--- src/rtl/game_flow_ctrl.sv ---
// Game flow controller: turns keys, game-logic events and frame ticks into the
// game state, lives count and one-cycle game_rst / state_chg pulses.
module game_flow_ctrl #(
   parameter int NUM_KEYS       = 4,
   parameter int LIVES          = 3,
   parameter int LIVES_W        = 2,
   parameter int RESPAWN_FRAMES = 60,
   parameter int RESULT_FRAMES  = 300,
   parameter int CNT_W          = 9
) (
   input  logic                vga_clk,
   input  logic                sys_rst_n,
   input  logic [NUM_KEYS-1:0] key_in,
   input  logic                key_pause,
   input  logic                frame_tick,
   input  logic                game_won,
   input  logic                game_hit,
   output logic [2:0]          state,
   output logic [LIVES_W-1:0]  lives,
   output logic                game_rst,
   output logic                state_chg
);

   typedef enum logic [2:0] {
      ST_START   = 3'b000,
      ST_PLAY    = 3'b001,
      ST_PAUSE   = 3'b011,
      ST_RESPAWN = 3'b010,
      ST_WON     = 3'b110,
      ST_OVER    = 3'b100
   } state_e;

   localparam logic [CNT_W-1:0]   RESPAWN_LAST = CNT_W'(RESPAWN_FRAMES - 1);
   localparam logic [CNT_W-1:0]   RESULT_LAST  = CNT_W'(RESULT_FRAMES - 1);
   localparam bit                 RESULT_TO    = (RESULT_FRAMES != 0);
   localparam logic [LIVES_W-1:0] LIVES_INIT   = LIVES_W'(LIVES);

   state_e               state_q, state_d;
   logic [LIVES_W-1:0]   lives_q, lives_d;
   logic [CNT_W-1:0]     cnt_q, cnt_d;
   logic                 game_rst_q, game_rst_d;
   logic                 state_chg_q, state_chg_d;
   logic                 any_hist_q, pause_hist_q;
   logic                 any_press, pause_press;
   logic                 respawn_done, result_done;

   assign any_press    = (|key_in) & ~any_hist_q;
   assign pause_press  = key_pause & ~pause_hist_q;
   assign respawn_done = frame_tick && (cnt_q == RESPAWN_LAST);
   assign result_done  = RESULT_TO && frame_tick && (cnt_q == RESULT_LAST);

   always_comb begin
      state_d    = state_q;
      lives_d    = lives_q;
      game_rst_d = 1'b0;
      case (state_q)
         ST_START: begin
            if (any_press) begin
               state_d    = ST_PLAY;
               lives_d    = LIVES_INIT;
               game_rst_d = 1'b1;
            end
         end
         ST_PLAY: begin
            // Win outranks a simultaneous hit, so no life is lost on the winning frame
            if (game_won) begin
               state_d = ST_WON;
            end else if (game_hit) begin
               if (lives_q <= LIVES_W'(1)) begin
                  state_d = ST_OVER;
                  lives_d = '0;
               end else begin
                  state_d = ST_RESPAWN;
                  lives_d = lives_q - LIVES_W'(1);
               end
            end else if (pause_press) begin
               state_d = ST_PAUSE;
            end
         end
         ST_PAUSE: begin
            if (pause_press) state_d = ST_PLAY;
         end
         ST_RESPAWN: begin
            if (respawn_done) state_d = ST_PLAY;
         end
         ST_WON, ST_OVER: begin
            if (any_press || result_done) state_d = ST_START;
         end
         default: begin
            state_d = ST_START;
         end
      endcase

      state_chg_d = (state_d != state_q);
      if (state_chg_d)
         cnt_d = '0;
      else if (frame_tick && !(&cnt_q))
         cnt_d = cnt_q + CNT_W'(1);
      else
         cnt_d = cnt_q;
   end

   // Key history resets high so a key held through reset does not register as a press
   always_ff @(posedge vga_clk or negedge sys_rst_n) begin
      if (!sys_rst_n) begin
         state_q      <= ST_START;
         lives_q      <= LIVES_INIT;
         cnt_q        <= '0;
         game_rst_q   <= 1'b0;
         state_chg_q  <= 1'b0;
         any_hist_q   <= 1'b1;
         pause_hist_q <= 1'b1;
      end else begin
         state_q      <= state_d;
         lives_q      <= lives_d;
         cnt_q        <= cnt_d;
         game_rst_q   <= game_rst_d;
         state_chg_q  <= state_chg_d;
         any_hist_q   <= |key_in;
         pause_hist_q <= key_pause;
      end
   end

   assign state     = state_q;
   assign lives     = lives_q;
   assign game_rst  = game_rst_q;
   assign state_chg = state_chg_q;

endmodule

--- config.mk ---
export PLATFORM = sky130hd
export DESIGN_NAME = game_flow_ctrl
export DESIGN_NICKNAME = d
export VERILOG_FILES = /design/src/rtl/game_flow_ctrl.sv
export SDC_FILE = /design/constraint.sdc
export NUM_CORES = 1
export LEC_CHECK = 0
export ABC_AREA = 0
export BUFFER_PORTS_ARGS = -buffer_cell sky130_fd_sc_hd__clkbuf_2
export CORE_MARGIN = 5
export CORE_UTILIZATION = 45
export CTS_CLUSTER_SIZE = 30
export DETAILED_ROUTE_END_ITERATION = 6
export PLACE_DENSITY = 0.76
export RECOVER_POWER = 25
export SLEW_MARGIN = 20
export SYNTH_ARGS = -nofsm -noshare
export SYNTH_HDL_FRONTEND = slang
export SYNTH_SLANG_ARGS = --single-unit
--- constraint.sdc ---
create_clock -name vga_clk -period 4.16 [get_ports vga_clk]
set_input_delay 0 -clock vga_clk [delete_from_list [all_inputs] [get_ports vga_clk]]
set_output_delay 0 -clock vga_clk [all_outputs]
set_load 0.02 [all_outputs]
# --- After elaboration in Yosys (flattened, before gate mapping) ---
# Index checks and enable logic that the tools add are counted.
totals:
  word_cells: 55
  mem_bits_rw: 0
  mem_bits_ro: 0
  n_memories: 0
  reg_bits: 18
  latchBits: 0
op_classes:
  n_div: 0
  n_mul: 0
  eq_ne: 11
  n_reduce_logical: 12
  n_mux: 18
  bitwise: 4
  n_addsub: 2
  shift: 0
  n_lt_le_gt_ge: 1
op_table:
  columns: ["op", "n"]
  rows:
  - ["2-to-1 mux 3 bit", 8]
  - ["2-to-1 mux 9 bit", 2]
  - ["one-hot mux 3 bit (5 select lines)", 1]
  - ["adder 9 x 1 -> 9 bit, second input constant", 1]
  - ["equality test 9 x 6 -> 1 bit, second input constant", 1]
  - ["equality test 9 bit, second input constant", 1]
  - ["AND reduction 9 bit", 1]
  - ["2-to-1 mux 2 bit", 4]
  - ["equality test 3 x 2 -> 1 bit, second input constant", 2]
  - ["equality test 3 bit, second input constant", 2]
  - ["!= test 2 bit, second input constant", 3]
  - ["one-hot mux 2 bit (2 select lines)", 1]
  - ["AND reduction 4 bit", 1]
  - ["nonzero test 2 bit", 2]
  - ["OR reduction 4 bit", 1]
  - ["equality test 3 x 1 -> 1 bit, second input constant", 1]
  - ["logical AND 1 bit", 3]
  - ["logical NOT 3 bit", 1]
  - ["!= test 3 bit", 1]
  - ["AND 1 bit", 2]
  - ["less-or-equal comparator 2 x 1 -> 1 bit, second input constant", 1]
  - ["2-to-1 mux 1 bit", 2]
  - ["inverter 1 bit", 2]
  - ["OR reduction 2 bit", 1]
  - ["3 further kinds", 3]

# --- Logic depth before layout (Yosys ltp) ---
# Gate-level depths: netlist of run 1.
depth:
  depth_word: 8
  mapped_depth: 10

# --- Worst setup path before layout of run 1 ---
# OpenSTA, ideal clock, no wires.
synth_path:
  path_kind: "register to register"
  startpoint: "register cnt_q[0]"
  endpoint: "register cnt_q[5]"
  path_buffers: 1
  required_ns: 4.030
  slack_ns: 2.318
  synth_period_minus_slack_ns: 1.842
  stages_incl_launch_ff: 10
  t_arrival_ns: 1.712
  setup_ns: 0.130
  cell_sequence: "dfrtp_1 -> ha_1 -> and4_1 -> ha_1 -> nor2b_1 -> buf_6 -> and3_1 -> nand4_1 -> xor2_1 -> nor2_1"
synth_between:
  elab_chain_len: 7
  word_cells_on_any_way: 16
  cone_classes: "add/sub (1); eq/ne (3); mux (5); reduce/logical (7)"
synth_rtl:
  columns: ["item", "line_no", "text"]
  rows:
  - ["from (decl)", "40", "logic [CNT_W-1:0] cnt_q, cnt_d;"]
  - ["from (signal assigned)", "116", "cnt_q <= cnt_d;"]
  - ["equality test 9 bit", "50", "assign result_done = RESULT_TO && frame_tick && (cnt_q == RESULT_LAST);"]
  - ["logical AND 1 bit", "50", null]
  - ["logical OR 1 bit", "87", "if (any_press || result_done) state_d = ST_START;"]
  - ["2-to-1 mux 3 bit", "87", null]
  - ["one-hot mux 3 bit (5 select lines)", "56", "case (state_q)"]
  - ["!= test 3 bit", "94", "state_chg_d = (state_d != state_q);"]
  - ["2-to-1 mux 9 bit / nonzero test 2 bit (equally long branches)", null, null]
# Parallel ways exist; a longest one is shown, timed or not. The select of a mux whose other input is x is not followed.
# A chain may end at the register's enable or synchronous reset.

# --- Worst setup path in the final report of run 1 ---
layout_path:
  startpoint: "register cnt_q[4]"
  endpoint: "register cnt_q[5]"
# The elaborated chain is that of the path after synthesis.

==> results.sh, run 1 <==
export IMPL_portBuffers=16
export IMPL_synth_compound_area_share_pct=15.2
export IMPL_status="complete, no violations"
export IMPL_clk_transition_reported_paths_ns=0.10
export IMPL_dp_cells=137
export IMPL_drc_errors=0
export IMPL_fin_skew_ns=0.00440
export IMPL_dpl_hpwl_um=1620
export IMPL_power_density_nw_per_um2=499
export IMPL_cts_tree="done"
export IMPL_synthSimpleGateAreaFrac_pct=25.0
export IMPL_grt_pass1_vias=871
export IMPL_whs_path_depth=3
export IMPL_h_tree_depth=1
export IMPL_leakage_nw=0.539
export IMPL_rr_startpoint="cnt_q[4]$_DFFE_PN0P_"
export IMPL_gp_congestion=0.820
export IMPL_hold_path_class="in -> reg"
export IMPL_synth_xor_area_share_pct=6.24
export IMPL_cts_setup_buffers=0
export IMPL_fmax_mhz=437
export IMPL_report_final_slew_viol_count=0
export IMPL_fin_nets=130
export IMPL_crit_chain="nand2_1 -> nor2_1 -> and4_1 -> ha_1 -> nor2b_1 -> and3_1 -> nand4_1 -> xor2_1 -> nor2_1"
export IMPL_layout_drive_gt1_share_pct=25.6
export IMPL_die_y_um=56.7
export IMPL_timing_worst_setup_path_type="reg -> reg"
export IMPL_avgViaCountPerCell=5.50
export IMPL_std_cell_rows=17
export IMPL_die_area_sq_um=3220
export IMPL_wirelength_um=2110
export IMPL_first_pass_iters=5
export IMPL_setup_tns_ns=0
export IMPL_syn_to_final_growth_pct=18.1
export IMPL_syn_area_per_cell_sq_um=10.4
export IMPL_synth_edff_count=0
export IMPL_start_kind="flip-flop"
export IMPL_end_kind="flip-flop"
export IMPL_ys_ff_latch=18
export IMPL_synth_area_sq_um=982
export IMPL_overflow=0
export IMPL_grtUsageTotal_pct=14.7
export IMPL_critical_path_most_common_cell="nor2_1"
export IMPL_syn_inst=94
export IMPL_instances_no_fill=145
export IMPL_cpPeakStageDelay_ns=0.43
export IMPL_syn_num_nets=106
export IMPL_yosysUniqueCellTypes=36
export IMPL_yosysWarningCount=0
export IMPL_routedWlPerCell_um=14.6
export IMPL_diodes=0
export IMPL_final_hold_viol_count=0
export IMPL_tightest_slew_ns=0.947
export IMPL_worstSkewPairLatency_ns=0.29
export IMPL_start_util_pct=45.7
export IMPL_grt_pass1_wl_um=3720
export IMPL_synthAdderAreaFrac_pct=2.55
export IMPL_numCtsBuffers=3
export IMPL_ant_nets=0
export IMPL_synthArstFlopShare_pct=100
export IMPL_core_area_sq_um=2150
export IMPL_cts_root_buf="clkbuf_4"
export IMPL_r2r_cells=9
export IMPL_antenna_found_initial=0
export IMPL_synthMuxAreaShare_pct=2.04
export IMPL_maxCapViolations=0
export IMPL_rsz0062_at_grt="false"
export IMPL_ir_drop_mv=0.222
export IMPL_setup_viol=0
export IMPL_vias=797
export IMPL_startpoint="cnt_q[4]$_DFFE_PN0P_"
export IMPL_worstPathRequired_ns=4.34
export IMPL_grt_start_max_net_pins=19
export IMPL_numClockSinks=18
export IMPL_yosys_most_used_dff="dfrtp_1"
export IMPL_hp_start="game_won"
export IMPL_fin_crit_ns=2.29
export IMPL_crit_fanout=7
export IMPL_synth_top_family_by_area="simple AND/OR/NAND/NOR gates"
export IMPL_cp_slowest_cell="dfrtp_1"
export IMPL_die_width_um=56.7
export IMPL_fin_crit_sh_pct=55.0
export IMPL_ctsLongestPathBuffers=2
export IMPL_yosysSeqAreaShare_pct=46.4
export IMPL_relSlewSlack_pct=36.9
export IMPL_arrival_ns=2.47
export IMPL_ios=17
export IMPL_drtIter0Drc=19
-- cells in the final DEF, fill, tap and decap left out, types with 4 or more instances in the layout --
master,count
nor2_1,14
dlygate4sd3_1,4
dfrtp_1,14
xor2_1,6
nand2_1,9
nor2b_1,4
dfstp_2,4
clkbuf_2,14
-- through the flow --
step	cell area, sq um	util [%]	hold WS [ns]	worst slack (ns)	total power, mW
2_1_floorplan	982	-	-0.296	2.32	0.406
3_3_place_gp	1090	50.6	-0.0397	2.04	0.462
3_5_place_dp	1090	50.6	-0.0336	1.89	0.476
4_1_cts	1160	54.1	0.0105	1.87	0.587
5_1_grt	1160	54.0	0.0450	1.71	0.616
6_report	1160	54.0	0.0186	1.87	0.579
-- cell type report --
cell class | count | area (sq um)
Fill cell | 200 | 988
Tap cell | 28 | 35.0
Sequential cell | 18 | 455
Inverter | 4 | 15.0
Multi-Input combinational cell | 71 | 500
Clock buffer | 4 | 36.3
Timing Repair Buffer | 20 | 118
-- report_power, final --
group,internal (mW),total (mW),switching [mW]
logic,0.0827,0.216,0.133
clock network,0.0534,0.107,0.0541
registers,0.218,0.255,0.0373
-- worst paths after layout --
kind                       slack (ns)              endpoint
max in group asynchronous        3.22    game_rst$_DFF_PN0_
max reg2reg                      1.87  cnt_q[5]$_DFFE_PN0P_
min in group asynchronous        0.36    state[2]$_DFF_PN0_
max                              1.87  cnt_q[5]$_DFFE_PN0P_
min                              0.02    state[2]$_DFF_PN0_
min reg2reg                      0.52  lives[1]$_DFFE_PN1P_
-- layer usage --
metal,global-route usage (%),share of wire (%),wire length [um]
met1,15.5,39,817
met3,2.99,4.2,88
met5,0,0,0
met4,6.44,2.0,42
met2,27.7,55,1160
-- synthesized netlist by cell type (2+ instances only) --
cell       n  area, sq um
dfrtp_1   14          350
nor2_1    14         52.6
nand2_1    9         33.8
xor2_1     6         52.6
dfstp_2    4          105
nor2b_1    4         25.0
inv_1      3         11.3
nand3_1    3         15.0
nand4_1    3         18.8
o211ai_1   3         22.5
o21ai_0    3         15.0
a21oi_1    2         10.0
ha_1       2         25.0
mux2i_1    2         20.0
-- critical path: cells and delay by family, from the launching register on --
kind | cells | cell delay, ns
AND/OR/NAND/NOR | 7 | 1.39
adder cells (fa/ha/maj) | 1 | 0.18
XOR/XNOR | 1 | 0.17
flip-flops | 1 | 0.43
-- registers in the layout (all words and copies together), names as in the netlist --
register and cells:
game_rst 1, any_hist_q 1, state 3, pause_hist_q 1, state_chg 1, cnt_q 9
lives 2
-- cell families (layout without fill, tap and decap cells) --
family | after synthesis | after routing
compound gates | 17 | 17
buf+inv | 5 | 28
xor+xnor | 7 | 7
flops | 18 | 18
simple gates | 43 | 43
fa+ha+maj | 2 | 2
mux | 2 | 2
-- repair_timing --
item                      CTS  global route
hold buffers                4             0
gates resized for setup     0             0
hold endpoints to repair   20             0
Note: power is estimated with default switching activity, not from simulation.
==> run 2, diff against run 1 <==
- clock period: 4.16 -> 2.35 ns (I/O delays scaled with it)
==> results.sh, run 2 (synthesis results as in run 1) <==
export IMPL_clk_transition_reported_paths_ns=0.11
export IMPL_hold_path_class="in -> reg"
export IMPL_swShare_pct=38.8
export IMPL_leakage_nw=0.538
export IMPL_crit_chain="or4b_4 -> nor4_4 -> o32ai_2 -> o211ai_4 -> nor2_1"
export IMPL_largest_reg_flops=9
export IMPL_maxCapViolations=0
export IMPL_numClockSinks=18
export IMPL_pwr_share_seq_pct=45.6
export IMPL_tightest_slew_ns=0.921
export IMPL_final_hold_viol_count=0
export IMPL_instances_no_fill=146
export IMPL_p_sw_mw=0.380
export IMPL_whs_path_depth=3
export IMPL_p_clk_share_pct=15.7
export IMPL_die_y_um=56.7
export IMPL_fin_crit_ns=2.03
export IMPL_largest_register="cnt_q"
export IMPL_first_pass_iters=4
export IMPL_h_tree_depth=1
export IMPL_die_area_sq_um=3220
export IMPL_ir_drop_mv=0.434
export IMPL_crit_fanout=10
export IMPL_final_util_pct=53.9
export IMPL_ios=17
export IMPL_antenna_found_initial=0
export IMPL_start_util_pct=45.7
export IMPL_cts_setup_buffers=0
export IMPL_worstPathRequired_ns=2.50
export IMPL_cp_depth=5
export IMPL_path_delay_family="simple AND/OR/NAND/NOR gates"
export IMPL_arrival_ns=2.18
export IMPL_overflow=0
export IMPL_dpl_hpwl_um=1460
export IMPL_cts_hold_buf=4
export IMPL_r2r_cells=5
export IMPL_routedWlPerCell_um=13.0
export IMPL_p_int_mw=0.599
export IMPL_p_comb_share_pct=38.7
export IMPL_final_cell_mix="nor2_1 (14), dfrtp_1 (14), clkbuf_2 (14)"
export IMPL_cpPeakStageDelay_ns=0.58
export IMPL_setup_tns_ns=0
export IMPL_hp_start="game_won"
export IMPL_power_density_nw_per_um2=845
export IMPL_ctsLongestPathBuffers=2
export IMPL_cts_root_buf="clkbuf_4"
export IMPL_setup_viol=0
export IMPL_gp_congestion=0.819
export IMPL_start_kind="flip-flop"
export IMPL_wirelength_um=1900
export IMPL_rsz0062_at_grt="false"
export IMPL_end_kind="flip-flop"
export IMPL_fin_crit_sh_pct=86.2
export IMPL_avgViaCountPerCell=5.18
export IMPL_fillers=187
export IMPL_startpoint="cnt_q[2]$_DFFE_PN0P_"
export IMPL_drtIter0Drc=14
export IMPL_timing_worst_setup_path_type="reg -> reg"
export IMPL_core_area_sq_um=2150
export IMPL_portBuffers=16
export IMPL_worstSkewPairLatency_ns=0.29
export IMPL_dp_cells=138
export IMPL_std_cell_rows=17
export IMPL_diodes=0
export IMPL_ant_nets=0
export IMPL_fin_ws_ns=0.324
export IMPL_status="complete, no violations"
export IMPL_report_final_slew_viol_count=0
export IMPL_syn_to_final_growth_pct=17.8
export IMPL_relSlewSlack_pct=38.6
export IMPL_cp_slowest_cell="or4b_4"
export IMPL_pre_cts_slack_ns=0.333
export IMPL_cts_resized=0
export IMPL_crit_buf_inv=0
export IMPL_vias=757
export IMPL_numCtsBuffers=3
export IMPL_grt_start_max_net_pins=19
export IMPL_rr_startpoint="cnt_q[2]$_DFFE_PN0P_"
export IMPL_fmax_mhz=493
export IMPL_fin_nets=131
export IMPL_layout_drive_gt1_share_pct=25.4
export IMPL_drc_errors=0
export IMPL_cts_tree="done"
export IMPL_fin_skew_ns=0.0154
export IMPL_grt_pass1_wl_um=3130
export IMPL_die_width_um=56.7
export IMPL_stdcell_area_sq_um=1160
export IMPL_grt_pass1_vias=763
export IMPL_place_area_sq_um=1090
export IMPL_grtUsageTotal_pct=12.3
[run 2: power by group through the flow]
stage	Combinational (mW)	Clock, mW	Sequential (mW)
after floorplan	0.227	0	0.492
after global placement	0.366	0	0.448
after detailed placement	0.378	0	0.452
after CTS	0.383	0.161	0.446
after global routing	0.416	0.179	0.457
final	0.379	0.154	0.446
[run 2: final timing paths]
kind,end,slack [ns]
min,state[2]$_DFF_PN0_,0.04
max in group asynchronous,cnt_q[0]$_DFFE_PN0P_,1.42
max,cnt_q[7]$_DFFE_PN0P_,0.32
min in group asynchronous,state[2]$_DFF_PN0_,0.35
max reg2reg,cnt_q[7]$_DFFE_PN0P_,0.32
min reg2reg,lives[1]$_DFFE_PN1P_,0.53
[run 2: per-stage QoR]
stage	power [mW]	hold WS, ns
after global routing	1.05	0.0514
final	0.978	0.0381
after global placement	0.814	-0.0450
after floorplan	0.719	-0.296
after detailed placement	0.830	-0.0409
after CTS	0.990	0.0346
[run 2: area by class of cell]
type,instances,area (sq um),share of cell area (%)
clock buffers,4,26.3,2.27
inverters,4,15.0,1.30
multi-input cells,71,500,43.2
flip-flops and latches,18,455,39.4
well taps,28,35.0,3.03
repair buffers,21,125,10.8
[run 2: layer usage]
layer | global-route usage [%] | vias to the layer above | wire length [um]
met2 | 22.3 | 13 | 948
li1 | - | 383 | -
met4 | 4.07 | 0 | 14
met3 | 3.68 | 2 | 98
met5 | 0 | - | 0
met1 | 13.6 | 359 | 839
[run 2: tightest hold or removal path: stages]
cell and delay (ns):
clkbuf_2 0.12, o211ai_1 0.11, nand2_1 0.07
==> run 3, diff against run 2 <==
--- a/config.mk
+++ b/config.mk
@@ -13,3 +13,3 @@
 export DETAILED_ROUTE_END_ITERATION = 6
-export PLACE_DENSITY = 0.76
+export PLACE_DENSITY = 0.79
 export RECOVER_POWER = 25
==> constraint.sdc (replaced) <==
create_clock -name vga_clk -period 1.8 [get_ports vga_clk]
set_input_delay 0 -clock vga_clk [delete_from_list [all_inputs] [get_ports vga_clk]]
set_output_delay 0 -clock vga_clk [all_outputs]
set_load 0.01 [all_outputs]
==> results.sh, run 3 (synthesis results as in run 1) <==
export IMPL_status="complete, no violations"
export IMPL_dpl_hpwl_um=1540
export IMPL_die_width_um=56.7
export IMPL_start_util_pct=45.7
export IMPL_hold_path_class="in -> reg"
export IMPL_relSlewSlack_pct=35.1
export IMPL_clk_transition_reported_paths_ns=0.10
export IMPL_core_area_sq_um=2150
export IMPL_die_area_sq_um=3220
export IMPL_overflow=0
export IMPL_grtUsageTotal_pct=13.8
export IMPL_grt_pass1_wl_um=3470
export IMPL_crit_chain="or4b_4 -> nor4_4 -> o32ai_4 -> o211ai_4 -> nor2_1"
export IMPL_whs_path_depth=3
export IMPL_multi_input_area_sq_um=573
export IMPL_h_tree_depth=1
export IMPL_fillers=184
export IMPL_drtIter0Drc=14
export IMPL_fin_skew_ns=0.00376
export IMPL_fin_nets=142
export IMPL_start_kind="flip-flop"
export IMPL_layout_drive_gt1_share_pct=38.8
export IMPL_crit_fanout=5
export IMPL_die_y_um=56.7
export IMPL_routedWlPerCell_um=13.6
export IMPL_ctsLongestPathBuffers=2
export IMPL_cp_slowest_cell="or4b_4"
export IMPL_setup_viol=0
export IMPL_fmax_mhz=556
export IMPL_largest_reg_flops=9
export IMPL_grt_start_max_net_pins=19
export IMPL_report_final_slew_viol_count=0
export IMPL_dp_cells=146
export IMPL_ios=17
export IMPL_end_kind="flip-flop"
export IMPL_leakage_nw=0.594
export IMPL_maxCapViolations=0
export IMPL_syn_to_final_growth_pct=34.3
export IMPL_seq_area_sq_um=455
export IMPL_arrival_ns=1.97
export IMPL_ir_drop_mv=0.780
export IMPL_ant_nets=0
export IMPL_fin_crit_ns=1.80
export IMPL_crit_buf_inv=0
export IMPL_setup_tns_ns=0
export IMPL_largest_register="cnt_q"
export IMPL_path_delay_family="simple AND/OR/NAND/NOR gates"
export IMPL_stdcell_area_sq_um=1320
export IMPL_antenna_found_initial=0
export IMPL_std_cell_rows=17
export IMPL_gp_congestion=0.810
export IMPL_final_cell_mix="dfrtp_1 (14), clkbuf_2 (14), nor2_1 (12)"
export IMPL_tightest_slew_ns=0.973
export IMPL_power_density_nw_per_um2=1130
export IMPL_final_hold_viol_count=0
export IMPL_first_pass_iters=4
export IMPL_grt_pass1_vias=801
export IMPL_diodes=0
export IMPL_vias=830
export IMPL_rsz0062_at_grt="true"
export IMPL_numCtsBuffers=3
export IMPL_fin_crit_sh_pct=99.9
export IMPL_cp_depth=5
export IMPL_avgViaCountPerCell=5.29
export IMPL_place_area_sq_um=1160
export IMPL_worstPathRequired_ns=1.97
export IMPL_r2r_cells=5
export IMPL_cts_tree="done"
export IMPL_drc_errors=0
export IMPL_cpPeakStageDelay_ns=0.56
export IMPL_timing_worst_setup_path_type="reg -> reg"
export IMPL_wirelength_um=2140
export IMPL_portBuffers=16
export IMPL_instances_no_fill=157
export IMPL_cts_root_buf="clkbuf_4"
export IMPL_numClockSinks=18
export IMPL_worstSkewPairLatency_ns=0.29
[run 3: power by group]
part           total [mW]  switching (mW)  internal [mW]
clock network       0.240           0.117          0.123
registers           0.584          0.0796          0.504
logic               0.662           0.346          0.316
[run 3: worst reg2reg max path: stages, from the launching register on]
cell,delay [ns]
dfrtp_1,0.39
or4b_4,0.56
nor4_4,0.22
o32ai_4,0.17
o211ai_4,0.26
nor2_1,0.08
[run 3: repair_timing]
action,4_1_cts,5_1_grt
gates cloned,1,0
setup buffers,0,2
hold buffers,4,0
endpoints found under the hold margin,20,0
endpoints found under the setup margin,9,9
resized for setup,6,4
pin swaps,16,1
[run 3: final timing paths]
path,from,to,slack [ns]
max in group asynchronous,sys_rst_n,state[1]$_DFF_PN0_,0.83
hold / removal,game_won,state[2]$_DFF_PN0_,0.03
setup / recovery,cnt_q[6]$_DFFE_PN0P_,cnt_q[6]$_DFFE_PN0P_,0.002
hold reg to reg,lives[1]$_DFFE_PN1P_,lives[1]$_DFFE_PN1P_,0.54
min in group asynchronous,sys_rst_n,state[0]$_DFF_PN0_,0.38
setup reg to reg,cnt_q[6]$_DFFE_PN0P_,cnt_q[6]$_DFFE_PN0P_,0.002
[run 3: per-stage QoR]
step	utilization, %	hold slack [ns]	setup WS, ns	power [mW]
final	61.4	0.0253	0.00153	1.49
after global routing	61.4	0.0499	-0.0699	1.59
after global placement	53.9	-0.0439	-0.000734	1.08
after floorplan	-	-0.296	-0.00144	0.905
after detailed placement	53.9	-0.0318	-0.0653	1.10
after CTS	59.7	0.0170	-0.0155	1.43
[run 3: area by class of cell]
type,instances,area share [%]
Clock buffer,4,2.75
Sequential cell,18,34.5
Multi-Input combinational cell,72,43.5
Inverter,4,1.14
Tap cell,28,2.66
Timing Repair Buffer,31,15.5
[run 3: routing by layer]
metal / global-route usage, % / vias to the layer above / routed length (um)
met1: 18.3 / 405 / 972
met4: 5.08 / 0 / 14
li1: - / 410 / -
met3: 2.53 / 2 / 88
met5: 0 / - / 0
met2: 22.1 / 13 / 1060
